File: src/rtl/noc_pkg.sv
// rtl/noc_pkg.sv - shared mesh router port indices and XY routing function
// Port order everywhere: 0 Local, 1 North, 2 East, 3 South, 4 West.
package noc_pkg;

   localparam int NUM_PORTS = 5;

   localparam logic [2:0] PORT_LOCAL = 3'd0;
   localparam logic [2:0] PORT_NORTH = 3'd1;
   localparam logic [2:0] PORT_EAST  = 3'd2;
   localparam logic [2:0] PORT_SOUTH = 3'd3;
   localparam logic [2:0] PORT_WEST  = 3'd4;

   // Coordinates arrive zero-extended so one function serves every address width.
   function automatic logic [2:0] xy_route(input logic [15:0] dx, input logic [15:0] dy,
                                           input logic [15:0] rx, input logic [15:0] ry);
      if (dx > rx)      return PORT_EAST;
      else if (dx < rx) return PORT_WEST;
      else if (dy > ry) return PORT_NORTH;
      else if (dy < ry) return PORT_SOUTH;
      else              return PORT_LOCAL;
   endfunction

endpackage

File: src/rtl/rr_arbiter5.sv
// rtl/rr_arbiter5.sv - combinational five-way round-robin arbiter
// Searches from ptr_i upward modulo five; the first requester wins.
module rr_arbiter5
   import noc_pkg::*;
(
   input  logic [4:0] req_i,
   input  logic [2:0] ptr_i,
   output logic [4:0] gnt_o,
   output logic [2:0] idx_o,
   output logic       any_o
);

   logic [2:0] idx;

   always_comb begin
      gnt_o = '0;
      idx_o = '0;
      any_o = 1'b0;
      idx   = '0;
      for (int k = 0; k < NUM_PORTS; k++) begin
         idx = 3'((int'(ptr_i) + k) % NUM_PORTS);
         if (!any_o && req_i[idx]) begin
            any_o      = 1'b1;
            idx_o      = idx;
            gnt_o[idx] = 1'b1;
         end
      end
   end

endmodule

File: src/rtl/switch_allocator.sv
// rtl/switch_allocator.sv - XY-routed, packet-locked switch allocator for a 5-port mesh router
// Each output arbitrates only while free; a winner keeps the output until its tail transfers.
module switch_allocator
   import noc_pkg::*;
#(
   parameter int ADDRESS_SIZE = 4,
   parameter int ROUTER_X     = 0,
   parameter int ROUTER_Y     = 0
) (
   input  logic                      clk,
   input  logic                      rst,
   input  logic [4:0]                req,
   input  logic [4:0]                tail,
   input  logic [5*ADDRESS_SIZE-1:0] dest,
   input  logic [4:0]                out_ready,
   output logic [4:0]                gnt,
   output logic [4:0]                out_valid,
   output logic [14:0]               xbar_sel
);

   localparam int HW = ADDRESS_SIZE / 2;

   logic [4:0]      busy_q, busy_d;
   logic [4:0]      locked_q, locked_d;
   logic [4:0][2:0] owner_q, owner_d;
   logic [4:0][2:0] rr_ptr_q, rr_ptr_d;
   logic [4:0][2:0] route;
   logic [4:0][2:0] win_idx;
   logic [4:0][4:0] cand;
   logic [4:0][4:0] win_gnt;
   logic [4:0]      win_any;

   always_comb begin
      route = '0;
      cand  = '0;
      for (int i = 0; i < NUM_PORTS; i++) begin
         route[i] = xy_route(16'(dest[i*ADDRESS_SIZE+HW +: HW]), 16'(dest[i*ADDRESS_SIZE +: HW]),
                             16'(ROUTER_X), 16'(ROUTER_Y));
      end
      for (int o = 0; o < NUM_PORTS; o++) begin
         for (int i = 0; i < NUM_PORTS; i++) begin
            cand[o][i] = req[i] & ~locked_q[i] & ~busy_q[o] & (route[i] == 3'(o));
         end
      end
   end

   for (genvar o = 0; o < NUM_PORTS; o++) begin : g_arb
      rr_arbiter5 u_arb (
         .req_i (cand[o]),
         .ptr_i (rr_ptr_q[o]),
         .gnt_o (win_gnt[o]),
         .idx_o (win_idx[o]),
         .any_o (win_any[o])
      );
   end

   always_comb begin
      gnt       = '0;
      out_valid = '0;
      xbar_sel  = '0;
      for (int o = 0; o < NUM_PORTS; o++) begin
         if (busy_q[o]) begin
            xbar_sel[o*3 +: 3] = owner_q[o];
            if (req[owner_q[o]] && out_ready[o]) begin
               out_valid[o]       = 1'b1;
               gnt[owner_q[o]]    = 1'b1;
            end
         end
      end
   end

   // A release and a new win never coincide on one output: the freed output shows busy this cycle.
   always_comb begin
      busy_d   = busy_q;
      locked_d = locked_q;
      owner_d  = owner_q;
      rr_ptr_d = rr_ptr_q;
      for (int o = 0; o < NUM_PORTS; o++) begin
         if (busy_q[o]) begin
            if (out_valid[o] && tail[owner_q[o]]) begin
               busy_d[o]            = 1'b0;
               locked_d[owner_q[o]] = 1'b0;
               rr_ptr_d[o]          = (owner_q[o] == 3'd4) ? 3'd0 : owner_q[o] + 3'd1;
            end
         end else if (win_any[o]) begin
            busy_d[o]  = 1'b1;
            owner_d[o] = win_idx[o];
            locked_d   = locked_d | win_gnt[o];
         end
      end
   end

   always_ff @(posedge clk or negedge rst) begin
      if (!rst) begin
         busy_q   <= '0;
         locked_q <= '0;
         owner_q  <= '0;
         rr_ptr_q <= '0;
      end else begin
         busy_q   <= busy_d;
         locked_q <= locked_d;
         owner_q  <= owner_d;
         rr_ptr_q <= rr_ptr_d;
      end
   end

endmodule

File: config.mk
export PLATFORM = sky130hd
export DESIGN_NAME = switch_allocator
export DESIGN_NICKNAME = d
export VERILOG_FILES = /design/src/rtl/noc_pkg.sv /design/src/rtl/rr_arbiter5.sv /design/src/rtl/switch_allocator.sv
export SDC_FILE = /design/constraint.sdc
export NUM_CORES = 1
export LEC_CHECK = 0
export CELL_PAD_IN_SITES_DETAIL_PLACEMENT = 1
export CELL_PAD_IN_SITES_GLOBAL_PLACEMENT = 1
export CORE_ASPECT_RATIO = 0.5
export CORE_MARGIN = 1.5
export CORE_UTILIZATION = 46
export CTS_CLUSTER_DIAMETER = 150
export CTS_CLUSTER_SIZE = 10
export DETAILED_ROUTE_END_ITERATION = 10
export GPL_ROUTABILITY_DRIVEN = 0
export PLACE_DENSITY = 0.85
export SLEW_MARGIN = 0
export SYNTH_ARGS = -nofsm -noshare
export SYNTH_HDL_FRONTEND = slang
export SYNTH_HIERARCHICAL = 1
export SYNTH_SLANG_ARGS = --single-unit
File: constraint.sdc
create_clock -name clk -period 6.97 [get_ports clk]
set_clock_uncertainty 0.15 [all_clocks]
set_input_delay 1.0455 -clock clk [delete_from_list [all_inputs] [get_ports clk]]
set_output_delay 1.0455 -clock clk [all_outputs]
set_load 0.02 [all_outputs]
==> key figures <==
Worst setup path
  • Crit Path Max Fanout: 14
  • Worst setup EP type: register
  • Startpoint types: register
  • Crit. Startpoint: rr_ptr_q[1]
  • Worst Setup Path Type: reg2reg
  • Crit Reg-Reg Endpoint: locked_q[3]
  • Reg-to-reg startpoint: rr_ptr_q[1]
  • Flop2flop setup slack: 0.62 ns
  • Crit path to: locked_q[3]
  • Worst EP required: 7.05 ns
  • R2r worst-path depth: 21
  • Worst EP arrival: roughly 6.4 ns

Placed design
  • Number of port buffers: 61
  • Placed wire-length estimate: 34500 µm

CTS
  • CTS tree: built
  • Root Driver: clkbuf_16
  • H-Tree Level Count: 2
  • Clock slew at reported path FFs: 0.07 ns
  • Max clock buf depth: 2
  • CTS hold repair buffers: 0
  • Skew-Pair Late Insertion Delay: approximately 0.30 ns
  • Sink Count: 40
  • Total CTS buffers: 5

Die
  • Die X-Extent: 238 µm
  • Starting Density: 0.474
  • # rows: 42
  • DIE HEIGHT: between 100 and 150 µm
  • Core area: roughly 27000 µm²
  • Die ar.: 28700 µm²
  • Ports: 62

Logic synthesis
  • Commonest cells in the netlist: nor2_1, nand2_1, ha_1
  • Simple-Gate Fraction of Synth Area: 0.289
  • FF+latch count, synth: 40
  • Adder-Cell Fraction of Synth Area: 0.116
  • Seq/Total Area, Yosys: 0.0788
  • Cells after synthesis: 1671
  • Synth area leader: ha_1
  • Post-synth cell types: 124
  • Largest family of logic cells by synthesized area: compound AO/OA/AOI/OAI gates
  • Post-synthesis compound-gate area fraction: 0.321
  • Number of flops mapped to enable cells by yosys: 0
  • Most common cell in the netlist: nor2_1
  • Proportion of synthesized area in mux cells: 0.0845
  • Fraction of registers with async set or reset after synthesis: 1.00
  • Xor-xnor portion of the synthesized cell area: 0.0449
  • Synth warn: 6
  • Top post-synthesis cells by area: ha_1, dfrtp_1, nor2_1, mux2i_1, nand2_1
  • Post-synth top area share: 0.114
  • Mapped Area: 12700 µm²
  • Syn_area_per_cell: 7.61 µm²
  • Main synth FF type: dfrtp_1

STA
  • Fmax: approximately 160 MHz
  • Final hold violations: 0
  • Endpoints failing setup: 0
  • Fin. max-slew vios: 0
  • RSZ-0062 raised after global routing: no
  • Fin crit share: 0.911
  • Minimum clock period: 6.35 ns
  • Fin Setup TNS: 0 ns
  • Slew HR: 0.360
  • Least-Margin Pin Slew: 0.960 ns

GRT
  • Initial antenna violation count: 0
  • Largest net degree at the start of global routing: 45
  • First-pass GRT wire length: around 71000 µm
  • GRT overflow: 0
  • Total GRT Usage: 0.299
  • Vias in the first global route: 14100

Final layout
  • Fill cells: approximately 3400
  • Fraction of layout cells with a size suffix above 1: 0.116
  • Layout area overhead: 8.95%
  • Nets: 1887
  • ANT cells: 0

Detailed routing
  • Final wirelength: 43800 µm
  • ANT nets after route: 0
  • Vias/cell: 6.56
  • Wire per inst: 21.0 µm
  • Vias: between 10000 and 15000
  • DRC: 0
  • Initial DRC count: ~1200
  • Initial DRT Pass Iterations: 5

Worst hold path
  • Worst hold stages: 2
  • Hold crit path type: reg2reg

Run
  • Max Cap Viol: 0

Outcome
  • Status: completed
## worst max-delay path, stage by stage (launching register included)
cell and delay [ns]:
dfrtp_1 0.67, inv_1 0.23, ha_1 0.34, inv_1 0.13, ha_1 0.30, inv_1 0.13, ha_1 0.20, nor3_1 0.07
o21ai_0 0.52, nand2_1 0.19, ha_1 0.23, nand2b_1 0.13, a2bb2oi_1 0.58, mux2_2 0.41, o211ai_1 0.18, nand2_1 0.21
or4_4 0.57, o221ai_1 0.22, a211oi_1 0.14, a221o_1 0.31, a41oi_1 0.17, a32o_1 0.19
## through the flow
stage / hold WS (ns) / setup slack, ns / std cells / instance area [µm²] / utilization
final: 0.506 / 0.618 / 2086 / 13800 / 0.517
after CTS: 0.508 / 0.643 / 2086 / 13800 / 0.516
after global routing: 0.548 / 0.154 / 2086 / 13800 / 0.517
after detailed placement: 0.490 / 0.688 / 2078 / 13700 / 0.510
after floorplan: 0.376 / 1.34 / 1717 / 12900 / -
after global placement: 0.429 / 1.08 / 2078 / 13700 / 0.510
## area by class of cell
class	instances	area [µm²]	share of cell area
Multi-Input combinational cell	1495	11100	0.798
Timing Repair Buffer	84	778	0.0562
Clock buffer	5	125	0.00904
Tap cell	352	440	0.0318
Sequential cell	40	1000	0.0723
Clock inverter	3	46.3	0.00334
Inverter	107	404	0.0292
## cells by family (layout without fill, tap and decap cells)
family,Yosys count,in the layout
simple gates,665,665
compound gates,514,514
buf+inv,182,199
fa+ha+maj,117,117
mux,95,95
xor+xnor,57,57
flops,40,40
other cells,1,47
## timing repair
item | in CTS | in global routing
endpoints found under the setup margin | 0 | 1
setup buffers | 0 | 0
resized for setup | 0 | 1
## worst min path at each step
| stage | start | to | slack [ns] |
|---|---|---|---|
| after floorplan | busy_q[4] | busy_q[4] | 0.38 |
| after global routing | busy_q[4] | busy_q[4] | 0.55 |
| after detailed placement | busy_q[4] | busy_q[4] | 0.49 |
| after global placement | busy_q[4] | busy_q[4] | 0.43 |
| final | busy_q[4] | busy_q[4] | 0.51 |
| after CTS | busy_q[4] | busy_q[4] | 0.51 |
## state kept, by name, summed over array words and instances, names as in the netlist
signal and count:
rr_ptr_q 15, owner_q 15, busy_q 5, locked_q 5
## per-layer routing
layer  global-route usage  vias to the layer above  wire length, µm
met5                    0                        -                0
met4               0.0953                        0             1030
met3               0.0258                       88             1970
met2                0.540                      393            21300
met1                0.378                     6789            19500
li1                     -                     6414                -
## cell usage in the layout, fill, tap and decap left out, types with 10 or more instances in the layout
| cell type | n |
|---|---|
| a211o_1 | 19 |
| a211oi_1 | 12 |
| a21o_1 | 13 |
| a21oi_1 | 77 |
| a31oi_1 | 17 |
| a32o_1 | 13 |
| and2_1 | 25 |
| and3_1 | 23 |
| buf_4 | 23 |
| clkdlybuf4s50_1 | 60 |
| conb_1 | 47 |
| dfrtp_1 | 40 |
| ha_1 | 116 |
| inv_1 | 96 |
| mux2_2 | 32 |
| mux2i_1 | 54 |
| nand2_1 | 129 |
| nand2b_1 | 37 |
| nand3_1 | 35 |
| nand3b_1 | 15 |
| nand4_1 | 15 |
| nor2_1 | 153 |
| nor2b_1 | 28 |
| nor3_1 | 56 |
| nor3b_1 | 12 |
| nor4_1 | 26 |
| o211a_1 | 14 |
| o211ai_1 | 21 |
| o21a_1 | 19 |
| o21ai_0 | 71 |
| o21bai_1 | 10 |
| o221ai_1 | 14 |
| o22ai_1 | 19 |
| o31a_1 | 10 |
| o31ai_1 | 16 |
| or3_1 | 23 |
| xnor2_1 | 41 |
Power is not shown: default switching activity piles up to over one toggle a cycle in this logic, so the estimate is an artifact.
